===== src/rtl/chimera_clu_gate_seq.sv =====
// rtl/chimera_clu_gate_seq.sv - per-cluster clock-gate sequencer (isolate, drain, gate, settle, release)
module chimera_clu_gate_seq #(
  parameter int unsigned NumClusters   = 5,
  parameter int unsigned TimeoutCycles = 1024,
  parameter int unsigned SettleCycles  = 4
) (
  input  logic                   soc_clk_i,
  input  logic                   rst_ni,
  input  logic [NumClusters-1:0] gate_req_i,
  input  logic [NumClusters-1:0] isolated_i,
  output logic [NumClusters-1:0] isolate_o,
  output logic [NumClusters-1:0] clk_en_o,
  output logic [NumClusters-1:0] gated_o,
  output logic [NumClusters-1:0] timeout_o
);

  localparam int unsigned CntMax = (TimeoutCycles > SettleCycles) ? TimeoutCycles : SettleCycles;
  localparam int unsigned CntW   = $clog2(CntMax + 1);

  localparam logic [CntW-1:0] TimeoutLast = CntW'(TimeoutCycles - 1);
  localparam logic [CntW-1:0] SettleLast  = CntW'(SettleCycles - 1);
  localparam logic [CntW-1:0] CntSat      = CntW'(CntMax);

  typedef enum logic [1:0] {
    StRun     = 2'd0,
    StIsolate = 2'd1,
    StGated   = 2'd2,
    StWake    = 2'd3
  } state_e;

  for (genvar c = 0; c < NumClusters; c++) begin : g_cluster
    state_e          r_state;
    state_e          w_state_next;
    logic [CntW-1:0] r_cnt;
    logic [CntW-1:0] w_cnt_next;
    logic            r_blocked;
    logic            w_blocked_next;
    logic            w_timeout;
    logic            r_isolate;
    logic            r_clk_en;
    logic            r_gated;
    logic            r_timeout;
    logic            w_isolate;
    logic            w_clk_en;
    logic            w_gated;

    always_ff @(posedge soc_clk_i or negedge rst_ni) begin
      if (!rst_ni) begin
        r_state   <= StRun;
        r_cnt     <= '0;
        r_blocked <= 1'b0;
        r_isolate <= 1'b0;
        r_clk_en  <= 1'b1;
        r_gated   <= 1'b0;
        r_timeout <= 1'b0;
      end else begin
        r_state   <= w_state_next;
        r_cnt     <= w_cnt_next;
        r_blocked <= w_blocked_next;
        r_isolate <= w_isolate;
        r_clk_en  <= w_clk_en;
        r_gated   <= w_gated;
        r_timeout <= w_timeout;
      end
    end

    always_comb begin
      w_state_next   = r_state;
      w_timeout      = 1'b0;
      w_blocked_next = r_blocked & gate_req_i[c];

      unique case (r_state)
        StRun: begin
          if (gate_req_i[c] && !r_blocked) w_state_next = StIsolate;
        end
        StIsolate: begin
          // Withdrawal beats drain-ack, and drain-ack beats the timeout.
          if (!gate_req_i[c]) begin
            w_state_next = StRun;
          end else if (isolated_i[c]) begin
            w_state_next = StGated;
          end else if (r_cnt == TimeoutLast) begin
            w_state_next   = StRun;
            w_timeout      = 1'b1;
            w_blocked_next = 1'b1;
          end
        end
        StGated: begin
          if (!gate_req_i[c]) w_state_next = StWake;
        end
        StWake: begin
          if (r_cnt == SettleLast) w_state_next = StRun;
        end
        default: w_state_next = StRun;
      endcase
    end

    always_comb begin
      w_cnt_next = r_cnt;
      if (w_state_next != r_state) begin
        w_cnt_next = '0;
      end else if ((r_state == StIsolate || r_state == StWake) && r_cnt != CntSat) begin
        w_cnt_next = r_cnt + 1'b1;
      end
    end

    // Outputs are decoded from the next state and registered so the gate enable is a clean flop.
    always_comb begin
      w_isolate = 1'b0;
      w_clk_en  = 1'b1;
      w_gated   = 1'b0;
      unique case (w_state_next)
        StRun: begin
          w_isolate = 1'b0;
        end
        StIsolate: begin
          w_isolate = 1'b1;
        end
        StGated: begin
          w_isolate = 1'b1;
          w_clk_en  = 1'b0;
          w_gated   = 1'b1;
        end
        StWake: begin
          w_isolate = 1'b1;
        end
        default: begin
          w_isolate = 1'b0;
        end
      endcase
    end

    assign isolate_o[c] = r_isolate;
    assign clk_en_o[c]  = r_clk_en;
    assign gated_o[c]   = r_gated;
    assign timeout_o[c] = r_timeout;
  end

endmodule

===== config.mk =====
export PLATFORM = sky130hd
export DESIGN_NAME = chimera_clu_gate_seq
export DESIGN_NICKNAME = d
export VERILOG_FILES = /design/src/rtl/chimera_clu_gate_seq.sv
export SDC_FILE = /design/constraint.sdc
export NUM_CORES = 1
export LEC_CHECK = 0
export BUFFER_PORTS_ARGS = -buffer_cell sky130_fd_sc_hd__buf_2
export CELL_PAD_IN_SITES_DETAIL_PLACEMENT = 1
export CELL_PAD_IN_SITES_GLOBAL_PLACEMENT = 2
export CORE_MARGIN = 2
export CORE_UTILIZATION = 42
export DETAILED_ROUTE_END_ITERATION = 10
export GPL_TIMING_DRIVEN = 0
export PLACE_DENSITY_LB_ADDON = 0.1
export SLEW_MARGIN = 15
export SYNTH_ARGS = -nofsm -noshare
export SYNTH_HDL_FRONTEND = slang
export SYNTH_SLANG_ARGS = --single-unit
export TNS_END_PERCENT = 10

===== constraint.sdc =====
create_clock -name soc_clk_i -period 3.7 [get_ports soc_clk_i]
set_input_delay 0.74 -clock soc_clk_i [delete_from_list [all_inputs] [get_ports soc_clk_i]]
set_output_delay 0.74 -clock soc_clk_i [all_outputs]
set_load 0.05 [all_outputs]

==> impl_metrics.tcl <==
set metrics [dict create \
    grt_pass1_wl_mm 18.41 \
    root_buffer "clkbuf_16" \
    place_area_sq_um 5162 \
    yosysTopAreaCellShare_pct 44.21 \
    leakagePower_nw 2.498 \
    nets 551 \
    synth_edf_count 0 \
    synthToLayoutAreaGrowth_pct 12.98 \
    p_comb_share_pct 39.3 \
    hold_viol 0 \
    port_buffers 30 \
    viasPerCell 5.402 \
    core_sq_um 11320 \
    maxSlewViolCount 0 \
    routabilityCongestion 0.7943 \
    ys_top_cells_by_area "dfrtp_1 (44%), xor2_1 (4.6%), xnor2_1 (4.4%)" \
    cts_max_level 3 \
    peakVddDrop_uv 305.5 \
    diodes 0 \
    synth.distinct_cells 57 \
    die_h_um 111.0 \
    arrival_ns 2.34 \
    avgSynthCellArea_sq_um 9.899 \
    p_per_area_nw_per_um2 657.9 \
    dr.pass1.iters 4 \
    clockBufferDepth 2 \
    drc 0 \
    final_area_sq_um 5435 \
    die_w_um 111.0 \
    first_global_vias 3754 \
    critPathLaunchType "flip-flop" \
    cts_setup_buffers 0 \
    finalSetupTns_ns 0 \
    antenna_found_initial 0 \
    power_switching_share_pct 39.69 \
    worst_slew_pin_slew_ns 0.7503 \
    synth_top_area_cell "dfrtp_1" \
    cts_buffers 9 \
    syn-cell-area_sq_um 4811 \
    overflow 0 \
    fmax_ghz 0.4692 \
    rr_worst_depth 5 \
    yosysSeqAreaShare_pct 46.94 \
    hp-class "input pin to asynchronous set/reset pin" \
    synth-seq-cells 90 \
    finClkSkew_ns 0.005562 \
    vias 3652 \
    clk_latency_ns 0.34 \
    grt_max_degree 49 \
    maxCapViolCount 0 \
    clock_sinks 90 \
    whs_ns 0.4221 \
    rsz0062_at_grt "false" \
    dp_hpwl_mm 7.357 \
    cts_resized 0 \
    wl_per_cell_um 15.16 \
    synth_commonest_cells "dfrtp_1 (85), nor2_1 (42), nand2_1 (34)" \
    synth.most_common_cell "dfrtp_1" \
    grt_usage_pct 18.20 \
    num_io_pins 32 \
    slew_headroom_pct 49.52 \
    period_share_pct 57.60 \
    p_clk_share_pct 23.7 \
    synthArstFlopShare_pct 100.0 \
    wl_mm 10.25 \
    rows 39 \
    netlist_instances 486 \
    num-fill-cells 1291 \
    ff2ff_setup_slack_ns 1.57 \
    hold_buffers 0 \
    finalCriticalPeriod_ns 2.131 \
    synthFlopType "dfrtp_1" \
    yosysWarnings 0 \
    ant_nets 0 \
    pwr-share-seq_pct 37.0 \
    tritoncts "built" \
    p_int_mw 2.156 \
    clk_pin_slew_ns 0.06 \
    path_class "flip-flop to flip-flop" \
    worstPathRequired_ns 3.91 \
    finalSetupViolCount 0 \
    drive_gt1_share_pct 17.45 \
    status "complete, no violations" \
    p_switching_mw 1.419 \
    crit_fanout 10 \
    synth_nets 509 \
    end_kind "flip-flop" \
    dieArea_sq_um 12330 \
    drtIter0Drc 130 \
    start_util_pct 42.50 \
]
stage by stage:
step,power (mW),utilization [%],std cells,worst slack (ns)
2_1_floorplan,2.414,-,486,1.735
3_3_place_gp,2.718,45.40,659,1.003
3_5_place_dp,2.765,45.60,660,1.510
4_1_cts,3.636,48.01,676,1.492
5_1_grt,3.843,48.01,676,1.231
6_report,3.576,48.01,676,1.569
cell usage in the layout, fill, tap and decap left out, types with 3 or more instances in the layout:
cell and instances:
a21o_1 5, a21oi_1 4, a31o_2 3, a41o_1 3, a41oi_1 7, and2_1 6, and3_1 9, and3b_1 4
and4_1 3, buf_2 33, buf_4 21, clkbuf_1 14, clkbuf_16 9, clkinv_2 3, dfrtp_1 85, dfstp_2 5
ha_1 11, inv_1 26, mux2i_1 7, nand2_1 34, nand2b_1 6, nand3_1 12, nand4_1 28, nor2_1 42
nor2b_1 5, nor3_1 22, nor3_2 10, nor4_1 10, o21ai_0 12, o31ai_1 6, or3_1 3, xnor2_1 24
xor2_1 25
logic make-up (layout without fill, tap and decap cells):
kind of cell / count (synthesis) / after routing / synth area share, %
adder cells (fa/ha/maj): 11 / 11 / 2.861
AO/OA/AOI/OAI: 59 / 59 / 9.181
multiplexers: 7 / 7 / 1.456
AND/OR/NAND/NOR: 206 / 206 / 23.82
flip-flops: 90 / 90 / 46.94
buffers and inverters: 64 / 111 / 6.814
XOR/XNOR: 49 / 49 / 8.921
area by class of cell:
| type | instances | area, sq um | share of cell area [%] |
|---|---|---|---|
| flip-flops and latches | 90 | 2258 | 41.55 |
| well taps | 143 | 178.9 | 3.292 |
| repair buffers | 31 | 172.7 | 3.177 |
| clock buffers | 11 | 242.7 | 4.466 |
| multi-input cells | 332 | 2225 | 40.93 |
| plain buffers | 38 | 230.2 | 4.236 |
| clock inverters | 5 | 30.03 | 0.5525 |
| inverters | 26 | 97.59 | 1.796 |
state kept, by name, indices dropped and copies added (netlist names):
register,cells
g_cluster.r_blocked,5
g_cluster.r_clk_en,5
g_cluster.r_cnt,55
g_cluster.r_gated,5
g_cluster.r_isolate,5
g_cluster.r_state,10
g_cluster.r_timeout,5
power groups by stage:
stage / Sequential, mW / Combinational [mW] / Clock [mW]
floorplan: 1.30 / 1.11 / 0
global placement: 1.33 / 1.38 / 0
detailed placement: 1.34 / 1.42 / 0
CTS: 1.33 / 1.43 / 0.877
global route: 1.36 / 1.57 / 0.916
finish: 1.32 / 1.41 / 0.846
worst max-delay path: stages, from the launching register on:
cell and delay (ns):
dfrtp_1 0.42, nor4_1 0.64, a31oi_1 0.16, a211oi_1 0.26, clkbuf_1 0.41, nor2_1 0.11
path summary, 6_finish.rpt:
kind,startpoint,endpoint
worst max-delay path,g_cluster[2].r_cnt[6]$_DFFE_PN0P_,g_cluster[2].r_cnt[2]$_DFFE_PN0P_
max in group asynchronous,rst_ni,g_cluster[3].r_clk_en$_DFF_PN1_
min in group soc_clk_i,g_cluster[1].r_blocked$_DFF_PN0_,g_cluster[1].r_blocked$_DFF_PN0_
worst max register to register,g_cluster[2].r_cnt[6]$_DFFE_PN0P_,g_cluster[2].r_cnt[2]$_DFFE_PN0P_
worst min register to register,g_cluster[1].r_blocked$_DFF_PN0_,g_cluster[1].r_blocked$_DFF_PN0_
worst min-delay path,rst_ni,g_cluster[2].r_timeout$_DFF_PN0_
metal layers:
layer  global-route usage [%]  share of wire [%]  vias up
met2                    29.98                 49       33
met1                    24.05                 47     1820
met5                        0                  0        -
li1                         -                  -     1785
met4                    7.160                2.0        0
met3                    3.171                2.3       14
Power figures use the tool's default switching activity.
